`config.mk`:
```
export PLATFORM = sky130hd
export DESIGN_NAME = dp_stage_skid_register
export DESIGN_NICKNAME = d
export VERILOG_FILES = /design/src/rtl/dp_stage_skid_register.sv
export SDC_FILE = /design/constraint.sdc
export NUM_CORES = 1
export LEC_CHECK = 0
export CAP_MARGIN = 0
export CELL_PAD_IN_SITES_DETAIL_PLACEMENT = 2
export CELL_PAD_IN_SITES_GLOBAL_PLACEMENT = 2
export CORE_MARGIN = 10
export CORE_UTILIZATION = 25
export CTS_CLUSTER_DIAMETER = 50
export DETAILED_ROUTE_END_ITERATION = 12
export PLACE_DENSITY = 0.67
export SKIP_CTS_REPAIR_TIMING = 1
export SLEW_MARGIN = 30
export SYNTH_ARGS = -nofsm -noshare
export SYNTH_HDL_FRONTEND = slang
export SYNTH_SLANG_ARGS = --single-unit
```
`constraint.sdc`:
```
create_clock -name clk -period 2 [get_ports clk]
set_input_delay 0.4 -clock clk [delete_from_list [all_inputs] [get_ports clk]]
set_output_delay 0.4 -clock clk [all_outputs]
set_load 0.05 [all_outputs]
```
`src/rtl/dp_stage_skid_register.sv`:
```
// Elastic pipeline stage register carrying writeback addresses and a payload.
// SKID=1 gives a two-entry skid buffer with registered in_ready; SKID=0 a single register.
module dp_stage_skid_register #(
  parameter int unsigned ADDR_W         = 5,
  parameter int unsigned PAYLOAD_W      = 96,
  parameter int unsigned SKID           = 1,
  parameter int unsigned CLEAR_ON_FLUSH = 1
) (
  input  logic                 clk,
  input  logic                 reset,
  input  logic                 flush,
  input  logic                 in_valid,
  output logic                 in_ready,
  input  logic [ADDR_W-1:0]    in_a3,
  input  logic [ADDR_W-1:0]    in_a4,
  input  logic [PAYLOAD_W-1:0] in_data,
  output logic                 out_valid,
  input  logic                 out_ready,
  output logic [ADDR_W-1:0]    out_a3,
  output logic [ADDR_W-1:0]    out_a4,
  output logic [PAYLOAD_W-1:0] out_data,
  output logic                 out_we,
  output logic [1:0]           occupancy
);

  localparam int unsigned EntryW = 2 * ADDR_W + PAYLOAD_W;

  typedef enum logic [1:0] {StEmpty, StOne, StTwo} state_e;

  state_e              state_q, state_d;
  logic [EntryW-1:0]   main_q, main_d;
  logic [EntryW-1:0]   skid_q, skid_d;
  logic                main_valid_q, main_valid_d;
  logic                skid_valid_q, skid_valid_d;
  logic [EntryW-1:0]   entry_in;
  logic                push;
  logic                pop;

  assign entry_in = {in_a3, in_a4, in_data};

  // With SKID=1 in_ready depends only on registered state, cutting the ready chain.
  assign in_ready = (SKID != 0) ? (state_q != StTwo) : (!main_valid_q || out_ready);
  assign push     = in_valid && in_ready;
  assign pop      = main_valid_q && out_ready;

  always_comb begin
    state_d      = state_q;
    main_d       = main_q;
    skid_d       = skid_q;
    main_valid_d = main_valid_q;
    skid_valid_d = skid_valid_q;
    if (flush) begin
      state_d      = StEmpty;
      main_valid_d = 1'b0;
      skid_valid_d = 1'b0;
      if (CLEAR_ON_FLUSH != 0) begin
        main_d = '0;
        skid_d = '0;
      end
    end else begin
      unique case (state_q)
        StEmpty: begin
          if (push) begin
            state_d      = StOne;
            main_d       = entry_in;
            main_valid_d = 1'b1;
          end
        end
        StOne: begin
          if (push && pop) begin
            main_d = entry_in;
          end else if (push) begin
            state_d      = StTwo;
            skid_d       = entry_in;
            skid_valid_d = 1'b1;
          end else if (pop) begin
            state_d      = StEmpty;
            main_valid_d = 1'b0;
            if (CLEAR_ON_FLUSH != 0) begin
              main_d = '0;
            end
          end
        end
        StTwo: begin
          if (pop) begin
            state_d      = StOne;
            main_d       = skid_q;
            skid_valid_d = 1'b0;
            if (CLEAR_ON_FLUSH != 0) begin
              skid_d = '0;
            end
          end
        end
        default: begin
          state_d      = StEmpty;
          main_valid_d = 1'b0;
          skid_valid_d = 1'b0;
        end
      endcase
    end
  end

  always_ff @(posedge clk or negedge reset) begin
    if (!reset) begin
      state_q      <= StEmpty;
      main_q       <= '0;
      skid_q       <= '0;
      main_valid_q <= 1'b0;
      skid_valid_q <= 1'b0;
    end else begin
      state_q      <= state_d;
      main_q       <= main_d;
      skid_q       <= skid_d;
      main_valid_q <= main_valid_d;
      skid_valid_q <= skid_valid_d;
    end
  end

  assign out_valid                  = main_valid_q;
  assign {out_a3, out_a4, out_data} = main_q;
  assign out_we                     = main_valid_q && (out_a3 != '0);
  assign occupancy                  = {1'b0, main_valid_q} + {1'b0, skid_valid_q};

endmodule

```
# Word-level counts from Yosys, hierarchy flattened
# Index checks and enable logic that the tools add are counted.
[totals]
regBits = 216
in_bits = 111
output_inout_bits = 111
wordCells = 59
[op_classes]
addsub = 1
n_eq_ne = 14
mux = 26
n_reduce_logical = 13
[op_table]
columns = ["op", "count"]
rows = [
  ["106-bit 2-to-1 mux", 8],
  ["106-bit one-hot mux with 3 select lines", 1],
  ["106-bit one-hot mux with 2 select lines", 1],
  ["3-bit inequality test, second input constant", 6],
  ["2-bit 2-to-1 mux", 6],
  ["4-bit inequality test, second input constant", 3],
  ["4-bit AND reduction", 3],
  ["5-bit AND reduction", 2],
  ["1-bit 2-to-1 mux", 7],
  ["2-bit inequality test, second input constant", 3],
  ["1-bit one-hot mux with 3 select lines", 2],
  ["2-bit one-hot mux with 3 select lines", 1],
  ["5-bit nonzero test", 1],
  ["1-bit logical AND", 4],
  ["4-bit nonzero test", 1],
  ["3-bit nonzero test", 1],
  ["1-bit by 1-bit adder with 2-bit output", 1],
  ["2-bit by 1-bit == test with 1-bit output, second input constant", 1],
  ["2-bit == test, second input constant", 1],
  ["2-bit zero test", 1],
]

# Depth between registers and ports, before layout
[logic_depth]
depth_word = 6
depth_mapped = 10

# Least setup slack after synthesis
# OpenSTA, ideal clock, no wires.
[synth_path]
path_kind = "register to register"
start = "register main_valid_q (netlist: out_valid)"
end = "register main_q[74]"
setup_time_ns = 0.136
arrival_ns = 1.980
t_required_ns = 1.864
path_slack_ns = -0.117
path_stages_with_launch = 8
path_buffers = 3
synth_period_minus_slack_ns = 2.117
path_cell_list = "dfrtp_1 > nand2_2 > o32a_1 > buf_2 > buf_4 > buf_6 > a221oi_2 > nor3_1"
[synth_via]
elab_chain_len = 5
word_cells_on_any_way = 9
classes_between = "eq/ne (3); mux (3); reduce/logical (3)"
[synth_rtl]
columns = ["element", "line", "rtl"]
rows = [
  ["start: declaration", "33", "logic main_valid_q, main_valid_d;"],
  ["start signal: assignment", "114", "main_valid_q <= main_valid_d;"],
  ["1-bit logical AND (*)", "44", "assign pop = main_valid_q && out_ready;"],
  ["1-bit logical AND", "70", "if (push && pop) begin"],
  ["106-bit 2-to-1 mux", "70", ""],
  ["106-bit one-hot mux with 3 select lines", "61", "unique case (state_q)"],
  ["106-bit 2-to-1 mux", "52", "if (flush) begin"],
  ["end signal: assignment", "112", "main_q <= main_d;"],
  ["end: declaration", "31", "logic [EntryW-1:0] main_q, main_d;"],
]
# Every way passes the cells marked *; elsewhere a longest branch is shown, timed or not.
# A chain may end at the register's enable or synchronous reset.

# Worst setup path after layout
[layout_path]
start = "register main_q[102]"
end = "output out_we"
[layout_via]
elab_chain_len = 2
[layout_rtl]
columns = ["element", "line", "rtl"]
rows = [
  ["5-bit nonzero test", "121", "assign out_we = main_valid_q && (out_a3 != '0);"],
  ["1-bit logical AND", "121", ""],
  ["end: declaration", "22", "output logic out_we,"],
]
# No other way between the ends.

==> reports/summary.txt <==
NumNets Final = 1,421
io pins = 222
YS warnings = 0
first-pass GRT wire length = 65.5 mm
sequential fraction of the synthesis area = 52.9%
Worst Path Max Fanout = 2
largest net degree at the start of global routing = 78
cts bufs inserted = 36
Die W = 222 um
pwr dens = 1200 nW/um^2
final worst-path cycle share = 112%
CP Cell Sequence = or4_4 -> o21a_1 -> buf_6
Max Clk Rate = 447 MHz
Detailed Route WL = 49.9 mm
share of layout cells above drive strength 1 = 36.0%
CP Depth = 3
Layout fillers = 4,016
initial antenna violation count = 3
R2R Path End = main_q[28]$_DFFE_PN0P_
Leak = 0.00825 uW
post-synthesis cell count = 1,012
min Tclk post-route = 2.24 ns
VDD IR max = 475 uV
worst setup path endpoint = out_we
routed via count = 9,969
Critical Path Max Stage Delay = 0.59 ns
# rows = 74
Setup WS post-layout = -0.238 ns
slowest CP cell = or4_4
most common cell after layout, fill and taps aside = dfrtp_1
Pre-Repair DR Iteration Count = 5
R2R cell count = 11
netlist area before placement = 10,200 um^2
CTS tree = yes
Total GRT Usage = 16.3%
Seq cells post-synth = 216
Remaining Overflow, GRT = 0
Clock Pin Slew Worst Setup and Hold Paths = 0.05 ns
Netlist cell types = 33
final hold violation count = 0
Synthesized Nets = 1,128
Clk Latency, worst-skew pair = 0.52 ns
required time worst endpoint = 1.60 ns
Core Area = 40,600 um^2
critical path class = flop to output port
post-DP HPWL = 26.7 mm
post-route ant nets = 0
number of global-route vias before repair = 10.7k
drt first-iter violations = 556
Area Growth Syn to Fin = 74.4%
Final Power = 21,400 uW
GP Congestion = 0.739
DRC = 0
Bufs and invs on worst path = 1
Final Instance Area = 17,800 um^2
status = finished, violations left
flop2flop setup slack = -0.15 ns
average wire per standard cell = 26.8 um
most frequent cells in the layout = dfrtp_1, nand3b_1, clkdlybuf4s50_1
vias per cell = 5.35
htree depth = 2
failing checks = setup timing
startpoint types = flop
worst-margin pin slew = 0.590 ns
Worst Setup End Kind = output port
Starting Density = 25.1%
Slew Limit Headroom = 60.6%
Hold Path Class = primary input to flop
max-slew violation count = 0
RSZ-0062 raised after global routing = true
post-route clock skew = 0.0231 ns
clk root buf = clkbuf_16
maximum clock path buffer count = 3
r2r startpoint = state_q[0]$_DFFE_PN0P_
Max-cap violations = 0
crit path DAT = 1.84 ns
crit path from = main_q[102]$_DFFE_PN0P_
setup violators final = 64
# clock sinks = 216
port bufs = 221
setup TNS = -3.36 ns
crit-path leading delay family = simple AND/OR/NAND/NOR gates
syn_area_per_cell = 10.1 um^2
Placed Area = 13,700 um^2
Die ar. = 49,400 um^2
Die Span Y = 222 um
Final Util = 43.8%
==> state kept, by name (all words and copies together) (netlist names) <==
register and cells:
main_q 106, out_valid 1, skid_q 106, skid_valid_q 1, state_q 2
==> per-stage QoR <==
stage / setup slack [ns] / hold slack (ns) / cells
2_1_floorplan: 0.0599 / 0.104 / 1012
3_3_place_gp: -0.202 / 0.423 / 1738
4_1_cts: -0.402 / -0.134 / 1800
5_1_grt: -0.281 / 0.224 / 1863
6_report: -0.238 / 0.225 / 1864
3_5_place_dp: -0.218 / 0.421 / 1738
==> cell families after synthesis <==
family / synth area share (%)
AND/OR/NAND/NOR: 23.0
buffers and inverters: 5.16
flip-flops: 52.9
AO/OA/AOI/OAI: 18.1
adder cells (fa/ha/maj): 0.612
multiplexers: 0.220
==> worst min path at each step <==
| stage | start | to | slack (ns) | depth (start not counted) |
|---|---|---|---|---|
| global route | flush | skid_q[3]$_DFFE_PN0P_ | 0.22 | 2 |
| global placement | reset | main_q[93]$_DFFE_PN0P_ | 0.42 | 1 |
| detailed placement | reset | skid_q[93]$_DFFE_PN0P_ | 0.42 | 1 |
| finish | flush | skid_q[3]$_DFFE_PN0P_ | 0.22 | 2 |
| CTS | reset | skid_q[93]$_DFFE_PN0P_ | -0.13 | 1 |
| floorplan | reset | main_q[0]$_DFFE_PN0P_ | 0.10 | 0 |
==> metal layers <==
layer | GRT usage (%) | vias up | part of all wire, %
met4 | 3.53 | 2 | 2.4
li1 | - | 4389 | -
met3 | 3.32 | 76 | 4.0
met5 | 0 | - | 0.040
met2 | 28.0 | 240 | 49
met1 | 20.7 | 5262 | 44
==> final cells by class <==
cell class,instances,area (um^2),share of cell area [%]
Clock inverter,12,174,0.976
Antenna cell,3,7.51,0.0421
Tap cell,532,666,3.74
Timing Repair Buffer,373,4720,26.5
Multi-Input combinational cell,675,5800,32.5
Inverter,3,18.8,0.105
Clock buffer,50,1020,5.75
Sequential cell,216,5410,30.4
==> where the power goes <==
part / leakage [uW] / switching (uW) / internal, uW / total, uW
Sequential: 0.00292 / 558 / 5030 / 5580
Combinational: 0.00474 / 5490 / 4000 / 9490
Clock: 0.000587 / 2260 / 4090 / 6340
==> cells in the mapped netlist <==
cell / instances / share of area (%)
inv_1: 3 / 0.11
o221a_2: 1 / 0.11
o211a_1: 1 / 0.098
nand3_1: 106 / 5.2
o21ai_2: 1 / 0.086
nand4b_1: 1 / 0.086
nor4_1: 1 / 0.061
nand2b_1: 1 / 0.061
dfrtp_1: 216 / 53
mux2_2: 2 / 0.22
a221oi_1: 66 / 5.7
o21a_1: 1 / 0.074
a211oi_1: 2 / 0.15
clkbuf_1: 82 / 3.0
a221oi_2: 40 / 5.9
and2_1: 1 / 0.061
nor2b_1: 1 / 0.061
o21ai_0: 2 / 0.098
nand2_2: 1 / 0.061
buf_6: 4 / 0.44
o32a_1: 1 / 0.098
buf_2: 31 / 1.5
nor2_1: 114 / 4.2
o21ba_2: 1 / 0.098
o211ai_2: 1 / 0.12
buf_4: 1 / 0.074
nand3b_1: 108 / 7.9
o32ai_4: 1 / 0.27
a21oi_1: 107 / 5.2
ha_1: 5 / 0.61
a21boi_2: 1 / 0.11
nor3_1: 107 / 5.2
or4_1: 1 / 0.074
(Power assumes the default switching activity.)
